$ cat src/rtl/if_fetch_stage_pkg.sv
// Fetch-stage shared types and constants, reused by IF/ID and the exception unit.
package if_fetch_stage_pkg;

  typedef enum logic [1:0] {
    REQ  = 2'd0,
    WAIT = 2'd1,
    OUT  = 2'd2
  } fetch_state_e;

  localparam logic [31:0] RESET_PC_DEF = 32'hBFC0_0000;
  localparam logic [31:0] PC_STEP_DEF  = 32'd4;
  localparam logic [31:0] NOP_INSTR    = 32'h0000_0000;

  function automatic logic misaligned(
    input logic [31:0] pc
  );
    return pc[1:0] != 2'b00;
  endfunction

endpackage

$ cat src/rtl/if_fetch_stage_if.sv
// Fetch-stage bundle: redirect, IF/ID hand-off and instruction-memory handshake.
interface if_fetch_stage_if;

  logic        allow_in;
  logic        redirect;
  logic [31:0] redirect_pc;

  logic        inst_req;
  logic [31:0] inst_addr;
  logic        inst_addr_ok;
  logic        inst_data_ok;
  logic [31:0] inst_rdata;

  logic        valid_out;
  logic [31:0] pc_out;
  logic [31:0] instr_out;
  logic        exc_adel;

  modport master (
    input  allow_in,
    input  redirect,
    input  redirect_pc,
    input  inst_addr_ok,
    input  inst_data_ok,
    input  inst_rdata,
    output inst_req,
    output inst_addr,
    output valid_out,
    output pc_out,
    output instr_out,
    output exc_adel
  );

  modport slave (
    output allow_in,
    output redirect,
    output redirect_pc,
    output inst_addr_ok,
    output inst_data_ok,
    output inst_rdata,
    input  inst_req,
    input  inst_addr,
    input  valid_out,
    input  pc_out,
    input  instr_out,
    input  exc_adel
  );

endinterface

$ cat src/rtl/if_fetch_stage.sv
// Instruction-fetch stage: one outstanding fetch, redirect/squash, IF/ID hold.
// IF_ADEL_EN: misaligned fetch PCs deliver an address-error slot instead of a request.
module if_fetch_stage
  import if_fetch_stage_pkg::*;
#(
  parameter logic [31:0] RESET_PC = RESET_PC_DEF,
  parameter logic [31:0] PC_STEP  = PC_STEP_DEF
) (
  input  logic              clk,
  input  logic              rsta,
  if_fetch_stage_if.master  bus
);

  fetch_state_e state_q;
  logic [31:0]  fetch_pc_q;
  logic         cancel_q;
  logic         valid_q;
  logic [31:0]  pc_q;
  logic [31:0]  instr_q;
  logic         exc_q;

  logic [31:0]  pc_inc;
  logic [31:0]  pc_prev;
  logic         fault;

  assign pc_inc  = fetch_pc_q + PC_STEP;
  assign pc_prev = fetch_pc_q - PC_STEP;

`ifdef IF_ADEL_EN
  assign fault = misaligned(fetch_pc_q);
`else
  assign fault = 1'b0;
`endif

  assign bus.inst_req  = (state_q == REQ) && !fault;
  assign bus.inst_addr = fetch_pc_q;
  assign bus.valid_out = valid_q;
  assign bus.pc_out    = pc_q;
  assign bus.instr_out = instr_q;
  assign bus.exc_adel  = exc_q;

  always_ff @(posedge clk or posedge rsta) begin
    if (rsta) begin
      state_q    <= REQ;
      fetch_pc_q <= RESET_PC;
      cancel_q   <= 1'b0;
      valid_q    <= 1'b0;
      pc_q       <= '0;
      instr_q    <= '0;
      exc_q      <= 1'b0;
    end else begin
      unique case (state_q)
        REQ: begin
          if (fault) begin
            if (bus.redirect) begin
              fetch_pc_q <= bus.redirect_pc;
            end else begin
              state_q <= OUT;
              valid_q <= 1'b1;
              pc_q    <= fetch_pc_q;
              instr_q <= NOP_INSTR;
              exc_q   <= 1'b1;
            end
          end else if (bus.inst_addr_ok) begin
            state_q  <= WAIT;
            cancel_q <= bus.redirect;
            fetch_pc_q <= bus.redirect ?
                          bus.redirect_pc : pc_inc;
          end else if (bus.redirect) begin
            fetch_pc_q <= bus.redirect_pc;
          end
        end

        WAIT: begin
          // fetch_pc already points past the in-flight word
          if (bus.inst_data_ok) begin
            if (cancel_q || bus.redirect) begin
              cancel_q <= 1'b0;
              state_q  <= REQ;
            end else begin
              state_q <= OUT;
              valid_q <= 1'b1;
              pc_q    <= pc_prev;
              instr_q <= bus.inst_rdata;
              exc_q   <= 1'b0;
            end
          end else if (bus.redirect) begin
            cancel_q <= 1'b1;
          end
          if (bus.redirect) begin
            fetch_pc_q <= bus.redirect_pc;
          end
        end

        OUT: begin
          if (bus.allow_in || bus.redirect) begin
            state_q <= REQ;
            valid_q <= 1'b0;
            exc_q   <= 1'b0;
          end
          if (bus.redirect) begin
            fetch_pc_q <= bus.redirect_pc;
          end
        end

        default: begin
          state_q <= REQ;
        end
      endcase
    end
  end

endmodule

$ cat src/flat_wrapper.sv
// flat-port wrapper written by rule: the top's interface ports become plain ports
module if_fetch_stage_flat import if_fetch_stage_pkg::*;
#(
  parameter logic [31:0] RESET_PC = RESET_PC_DEF,
  parameter logic [31:0] PC_STEP  = PC_STEP_DEF
)
  (clk, rsta, bus_allow_in, bus_redirect, bus_redirect_pc, bus_inst_addr_ok, bus_inst_data_ok, bus_inst_rdata, bus_inst_req, bus_inst_addr, bus_valid_out, bus_pc_out, bus_instr_out, bus_exc_adel);
  if_fetch_stage_if bus_i ();
  input  logic clk;
  input  logic rsta;
  input wire logic [$bits(bus_i.allow_in)-1:0] bus_allow_in;
  input wire logic [$bits(bus_i.redirect)-1:0] bus_redirect;
  input wire logic [$bits(bus_i.redirect_pc)-1:0] bus_redirect_pc;
  input wire logic [$bits(bus_i.inst_addr_ok)-1:0] bus_inst_addr_ok;
  input wire logic [$bits(bus_i.inst_data_ok)-1:0] bus_inst_data_ok;
  input wire logic [$bits(bus_i.inst_rdata)-1:0] bus_inst_rdata;
  output wire logic [$bits(bus_i.inst_req)-1:0] bus_inst_req;
  output wire logic [$bits(bus_i.inst_addr)-1:0] bus_inst_addr;
  output wire logic [$bits(bus_i.valid_out)-1:0] bus_valid_out;
  output wire logic [$bits(bus_i.pc_out)-1:0] bus_pc_out;
  output wire logic [$bits(bus_i.instr_out)-1:0] bus_instr_out;
  output wire logic [$bits(bus_i.exc_adel)-1:0] bus_exc_adel;
  assign bus_i.allow_in = bus_allow_in;
  assign bus_i.redirect = bus_redirect;
  assign bus_i.redirect_pc = bus_redirect_pc;
  assign bus_i.inst_addr_ok = bus_inst_addr_ok;
  assign bus_i.inst_data_ok = bus_inst_data_ok;
  assign bus_i.inst_rdata = bus_inst_rdata;
  assign bus_inst_req = bus_i.inst_req;
  assign bus_inst_addr = bus_i.inst_addr;
  assign bus_valid_out = bus_i.valid_out;
  assign bus_pc_out = bus_i.pc_out;
  assign bus_instr_out = bus_i.instr_out;
  assign bus_exc_adel = bus_i.exc_adel;
  if_fetch_stage #(.RESET_PC(RESET_PC), .PC_STEP(PC_STEP)) u_core (.clk(clk), .rsta(rsta), .bus(bus_i));
endmodule
$ cat config.mk
export PLATFORM = sky130hd
export DESIGN_NAME = if_fetch_stage_flat
export DESIGN_NICKNAME = d
export VERILOG_FILES = /design/src/rtl/if_fetch_stage_pkg.sv /design/src/rtl/if_fetch_stage_if.sv /design/src/rtl/if_fetch_stage.sv /design/src/flat_wrapper.sv
export SDC_FILE = /design/constraint.sdc
export NUM_CORES = 1
export LEC_CHECK = 0
export ABC_AREA = 1
export BUFFER_PORTS_ARGS = -buffer_cell sky130_fd_sc_hd__buf_4
export CORE_UTILIZATION = 45
export CTS_BUF_LIST = sky130_fd_sc_hd__clkbuf_4
export DETAILED_ROUTE_END_ITERATION = 8
export GPL_ROUTABILITY_DRIVEN = 0
export GPL_TIMING_DRIVEN = 0
export PLACE_DENSITY = 0.75
export SYNTH_ARGS = -nofsm -noshare
export SYNTH_HDL_FRONTEND = slang
export SYNTH_SLANG_ARGS = --single-unit
$ cat constraint.sdc
create_clock -name clk -period 7 [get_ports clk]
set_input_delay 1.4 -clock clk [delete_from_list [all_inputs] [get_ports clk]]
set_output_delay 1.4 -clock clk [all_outputs]
set_load 0.03 [all_outputs]
==> results of run 1 <==
==> final cells by class <==
cell class	instances	area (um2)	area share, %
clock inverters	6	93.8	1.17
repair buffers	168	1280	16.0
clock buffers	10	75.1	0.938
well taps	176	220	2.75
flip-flops and latches	100	2510	31.4
inverters	86	325	4.07
multi-input cells	712	3210	40.2
plain buffers	49	278	3.47
==> power groups by stage <==
| stage | Combinational, mW | Clock [mW] | Sequential (mW) |
|---|---|---|---|
| finish | 2.23 | 0.370 | 1.09 |
| global route | 2.43 | 0.399 | 1.12 |
| CTS | 2.22 | 0.378 | 1.09 |
| detailed placement | 2.21 | 0 | 1.10 |
| global placement | 2.18 | 0 | 1.10 |
| floorplan | 0.963 | 0 | 1.56 |
==> worst paths after layout <==
path / startpoint / to / slack, ns / depth (start not counted)
setup / recovery: u_core.state_q[0]$_DFFE_PP0P_ / bus_inst_req / 4.17 / 3
hold / removal: u_core.bus.instr_out[28]$_DFFE_PP0P_ / u_core.bus.instr_out[28]$_DFFE_PP0P_ / 0.50 / 2
setup reg to reg: u_core.state_q[0]$_DFFE_PP0P_ / u_core.bus.inst_addr[9]$_DFFE_PP0P_ / 4.84 / 9
hold reg to reg: u_core.bus.instr_out[28]$_DFFE_PP0P_ / u_core.bus.instr_out[28]$_DFFE_PP0P_ / 0.50 / 2
max in group asynchronous: rsta / u_core.bus.inst_addr[12]$_DFFE_PP0P_ / 5.37 / 3
min in group asynchronous: rsta / u_core.bus.inst_addr[19]$_DFFE_PP0P_ / 0.96 / 2
==> state kept, by name (all words and copies together) (netlist names) <==
| register | count |
|---|---|
| u_core.bus.inst_addr | 32 |
| u_core.bus.valid_out | 1 |
| u_core.cancel_q | 1 |
| u_core.bus.instr_out | 32 |
| u_core.bus.pc_out | 32 |
| u_core.state_q | 2 |
==> worst max-delay path: stages, from the launching register on <==
cell	delay, ns
dfrtp_1	0.43
inv_1	0.08
ha_1	0.23
buf_4	0.18
==> Yosys cell counts (2+ instances only) <==
cell type | number | area (um2)
nand4_1 | 13 | 81.3
inv_2 | 3 | 11.3
o31ai_1 | 8 | 60.1
clkbuf_1 | 11 | 41.3
buf_6 | 5 | 56.3
dfstp_2 | 9 | 236
ha_1 | 6 | 75.1
nor2_2 | 8 | 50.1
xor2_1 | 15 | 131
nand3_1 | 60 | 300
nor2_4 | 9 | 101
nand2_2 | 10 | 62.6
buf_4 | 6 | 45.0
buf_2 | 27 | 135
xnor2_1 | 2 | 17.5
nor3_1 | 2 | 10.0
o211ai_1 | 5 | 37.5
a31oi_1 | 6 | 37.5
o21ai_0 | 34 | 170
nand2_1 | 359 | 1350
nor2_1 | 138 | 518
o32ai_1 | 3 | 26.3
dfrtp_1 | 91 | 2280
o21ai_1 | 8 | 40.0
inv_1 | 82 | 308
a21oi_1 | 17 | 85.1
==> metal layers <==
layer / GRT usage (%) / vias up
li1: - / 3310
met1: 37.6 / 2968
met2: 42.1 / 304
met3: 5.05 / 37
met4: 11.2 / 0
met5: 0 / -
==> through the flow <==
step	worst slack [ns]	std cells
6_report	4.17	1307
5_1_grt	4.05	1307
4_1_cts	4.14	1307
3_5_place_dp	4.20	1291
3_3_place_gp	1.69	1290
2_1_floorplan	3.00	947
==> logic make-up after synthesis <==
family | count (synthesis) | share of synthesized area (%)
AOI/OAI and AO/OA | 86 | 7.83
xor gates and xnor gates | 17 | 2.35
adders and majority gates | 6 | 1.19
buffers and inverters | 135 | 9.49
DFF | 100 | 39.7
other | 1 | 0.0593
and+or+nand+nor | 602 | 39.4
==> flow_summary.json, run 1 <==
{
  "outcome": "finished clean",
  "clk_pin_slew_ns": 0.17,
  "p_int_mw": 1.77,
  "postLayoutCellArea_um2": 8000,
  "mostFrequentLayoutCells": "nand2_1, buf_4, nor2_1",
  "ctsResizeCount": 0,
  "swShare_pct": 52.0,
  "finalSetupViolations": 0,
  "arrival_ns": 1.43,
  "yosysUniqueCellTypes": 36,
  "slew-limit-headroom_pct": 56.2,
  "holdWs_ns": 0.497,
  "antenna_found_initial": 0,
  "worstMarginPinSlew_ns": 0.658,
  "pwr-share-clk_pct": 10.0,
  "wl_met3_um": 1580,
  "min_period_ns": 2.83,
  "synthFlopType": "dfrtp_1",
  "synth.net_count": 1023,
  "die_area_um2": 14500,
  "routed_wl_um": 19100,
  "rows": 42,
  "drive_above_1_share_pct": 23.3,
  "initial_utilization_pct": 47.0,
  "syn_inst": 947,
  "via_per_inst": 5.06,
  "htreeDepth": 3,
  "dr.pass1.iters": 5,
  "dr_wl_met2_um": 8370,
  "synth_edf_count": 0,
  "startpoint_type": "register",
  "area_delta_synth_final_pct": 26.4,
  "cp.required_ns": 5.60,
  "cts_tree": "yes",
  "grt_first_pass_wirelength_um": 30400,
  "clockBufferDepth": 2,
  "ctsHoldBuffers": 0,
  "synth_seq_cells": 100,
  "finClkSkew_ns": 0.0217,
  "grt_max_degree": 55,
  "path_max_fanout": 4,
  "io_pins": 169,
  "power_frac_comb_pct": 60.4,
  "clock-sinks": 100,
  "cts_setup_buffers": 0,
  "cts_root_buffer": "clkbuf_4",
  "fmax_mhz": 353,
  "clock_insertion_delay_worst_skew_ns": 0.51,
  "fillers": 1334,
  "seq_power_share_pct": 29.6,
  "avgSynthCellArea_um2": 6.68,
  "die_h_um": 121,
  "drtIter0Drc": 618,
  "grt_overflow_total": 0,
  "worstSetupPathType": "register to primary output",
  "p_per_area_nw_per_um2": 461,
  "via_count": 6619,
  "first_global_vias": 6068,
  "routedWlPerCell_um": 14.6,
  "final_max_slew_viol_count": 0,
  "port_buffers": 167,
  "power_mw": 3.69,
  "antenna_cells": 0,
  "nNetsFinal": 1202,
  "design.core.area_um2": 13500,
  "rsz0062_at_grt": "false",
  "leakagePower_nw": 4.16,
  "die-width_um": 121,
  "critPathCaptureType": "primary output",
  "ys.warnings.count": 0,
  "tns_ns": 0,
  "final_common_cell": "nand2_1",
  "numCtsBuffers": 9,
  "ys_seq_area_share_pct": 39.7,
  "ir_worst_vdd_v": 0.000218,
  "async_reset_ff_share_pct": 100,
  "fin_util_pct": 59.5,
  "finalCritPeriodShare_pct": 40.5,
  "routed.top_layer": "met4",
  "finalHoldViolCount": 0,
  "drv_cap": 0,
  "wl_met1_um": 8660,
  "grtUsageTotal_pct": 27.2,
  "drc": 0,
  "post-dp-hpwl_um": 14600,
  "syn_area_um2": 6330,
  "place_area_um2": 7830,
  "power_switching_mw": 1.92,
  "antenna_left": 0,
  "hp-class": "register to register"
}
Note: power is estimated with default switching activity, not from simulation.
==> run 2: changes to the inputs <==
==> constraint.sdc (replaced) <==
create_clock -name clk -period 2.9 [get_ports clk]
set_input_delay 0.58 -clock clk [delete_from_list [all_inputs] [get_ports clk]]
set_output_delay 0.58 -clock clk [all_outputs]
set_load 0.03 [all_outputs]
==> run 2 against run 1 <==
Effect of this change: clock skew is 0.0028 ns higher; power is 140% higher; sequential share of layout area is 0.13 points lower; flip-flop and latch count stayed put; final cell count is 0.23% higher; largest cell class unchanged; register-to-register slack worse by 4.1 ns.
==> flow_summary.json, run 2 (synthesis results as in run 1) <==
{
  "drive_above_1_share_pct": 23.3,
  "drv_cap": 0,
  "rows": 42,
  "area_delta_synth_final_pct": 26.9,
  "antenna_left": 0,
  "cts_tree": "yes",
  "fmax_mhz": 453,
  "ctsResizeCount": 0,
  "holdWs_ns": 0.0818,
  "worstSetupPathType": "register to register",
  "post-dp-hpwl_um": 14800,
  "first_global_vias": 6023,
  "cts_root_buffer": "clkbuf_4",
  "rsz0062_at_grt": "false",
  "grt_max_degree": 31,
  "finalCritPeriodShare_pct": 76.2,
  "critPathCaptureType": "register",
  "antenna_found_initial": 0,
  "via_count": 6655,
  "min_period_ns": 2.21,
  "drc": 0,
  "nNetsFinal": 1204,
  "die_area_um2": 14500,
  "clk_pin_slew_ns": 0.17,
  "routedWlPerCell_um": 14.6,
  "arrival_ns": 2.57,
  "final_max_slew_viol_count": 0,
  "die_h_um": 121,
  "htreeDepth": 3,
  "grt_first_pass_wirelength_um": 30300,
  "ctsHoldBuffers": 0,
  "via_per_inst": 5.08,
  "fin_util_pct": 59.7,
  "numCtsBuffers": 9,
  "cp.required_ns": 3.27,
  "slew-limit-headroom_pct": 57.8,
  "drtIter0Drc": 587,
  "routed_wl_um": 19200,
  "cts_setup_buffers": 0,
  "p_per_area_nw_per_um2": 1110,
  "port_buffers": 167,
  "finClkSkew_ns": 0.0246,
  "design.core.area_um2": 13500,
  "clockBufferDepth": 2,
  "clock_insertion_delay_worst_skew_ns": 0.50,
  "startpoint_type": "register",
  "io_pins": 169,
  "finalSetupViolations": 0,
  "grtUsageTotal_pct": 27.1,
  "tns_ns": 0,
  "worstMarginPinSlew_ns": 0.633,
  "outcome": "finished clean",
  "ir_worst_vdd_v": 0.000631,
  "path_max_fanout": 10,
  "leakagePower_nw": 4.17,
  "clock-sinks": 100,
  "die-width_um": 121,
  "finalHoldViolCount": 0,
  "grt_overflow_total": 0,
  "dr.pass1.iters": 5,
  "hp-class": "input pin to async pin",
  "final_common_cell": "nand2_1",
  "initial_utilization_pct": 47.0,
  "mostFrequentLayoutCells": "nand2_1, buf_4, nor2_1"
}
==> run 2: cell type report <==
cell class                 instances  area [um2]
fill                            1303        5420
antenna                            1        2.50
sequential                       100        2510
timing repair buffer             170        1310
tap                              176         220
multi-input combinational        712        3210
clock inverter                     7        97.6
inverter                          86         327
buffer                            49         278
clock buffer                       9        67.6
==> run 2: through the flow <==
step                power, mW  instance area, um2  setup WS (ns)  instances
finish                   8.90                8030          0.691       1310
global route             9.52                8030          0.597       1309
floorplan                6.09                6330           1.14        947
CTS                      8.88                8030          0.751       1309
detailed placement       8.01                7870          0.783       1293
global placement         7.92                7810          0.414       1290
==> run 2: power by group <==
part | internal, mW | switching [mW]
Sequential | 2.08 | 0.567
Clock | 0.356 | 0.515
Combinational | 1.83 | 3.55
Total | 4.27 | 4.63
==> run 2: critical path, stage by stage (launching register included) <==
cell and delay (ns):
dfrtp_1 0.45, inv_1 0.09, ha_1 0.29, inv_1 0.06, nand2_2 0.14, inv_1 0.18, clkbuf_1 0.48, nand3_1 0.14
a21oi_1 0.16, o22ai_1 0.08
==> run 2: per-layer routing <==
layer	up-vias	track usage, %	wire length, um	part of all wire (%)
li1	3325	-	-	-
met1	3002	36.3	8640	45
met2	290	43.2	8550	45
met3	38	4.72	1520	7.9
met4	0	11.3	486	2.5
met5	-	0	0	0
==> run 2: path summary, 6_finish.rpt <==
kind                                                      startpoint                                   end  slack [ns]  cells past startpoint
worst min register to register  u_core.bus.instr_out[30]$_DFFE_PP0P_  u_core.bus.instr_out[30]$_DFFE_PP0P_        0.50                      2
worst max register to register         u_core.state_q[0]$_DFFE_PP0P_   u_core.bus.inst_addr[9]$_DFFE_PP0P_        0.69                      9
max in group asynchronous                                       rsta  u_core.bus.inst_addr[23]$_DFFE_PP1P_        1.80                      5
min in group clk                                   bus_inst_rdata[8]   u_core.bus.instr_out[8]$_DFFE_PP0P_        0.26                      3
worst max-delay path                   u_core.state_q[0]$_DFFE_PP0P_   u_core.bus.inst_addr[9]$_DFFE_PP0P_        0.69                      9
worst min-delay path                                            rsta   u_core.bus.instr_out[6]$_DFFE_PP0P_        0.08                      2
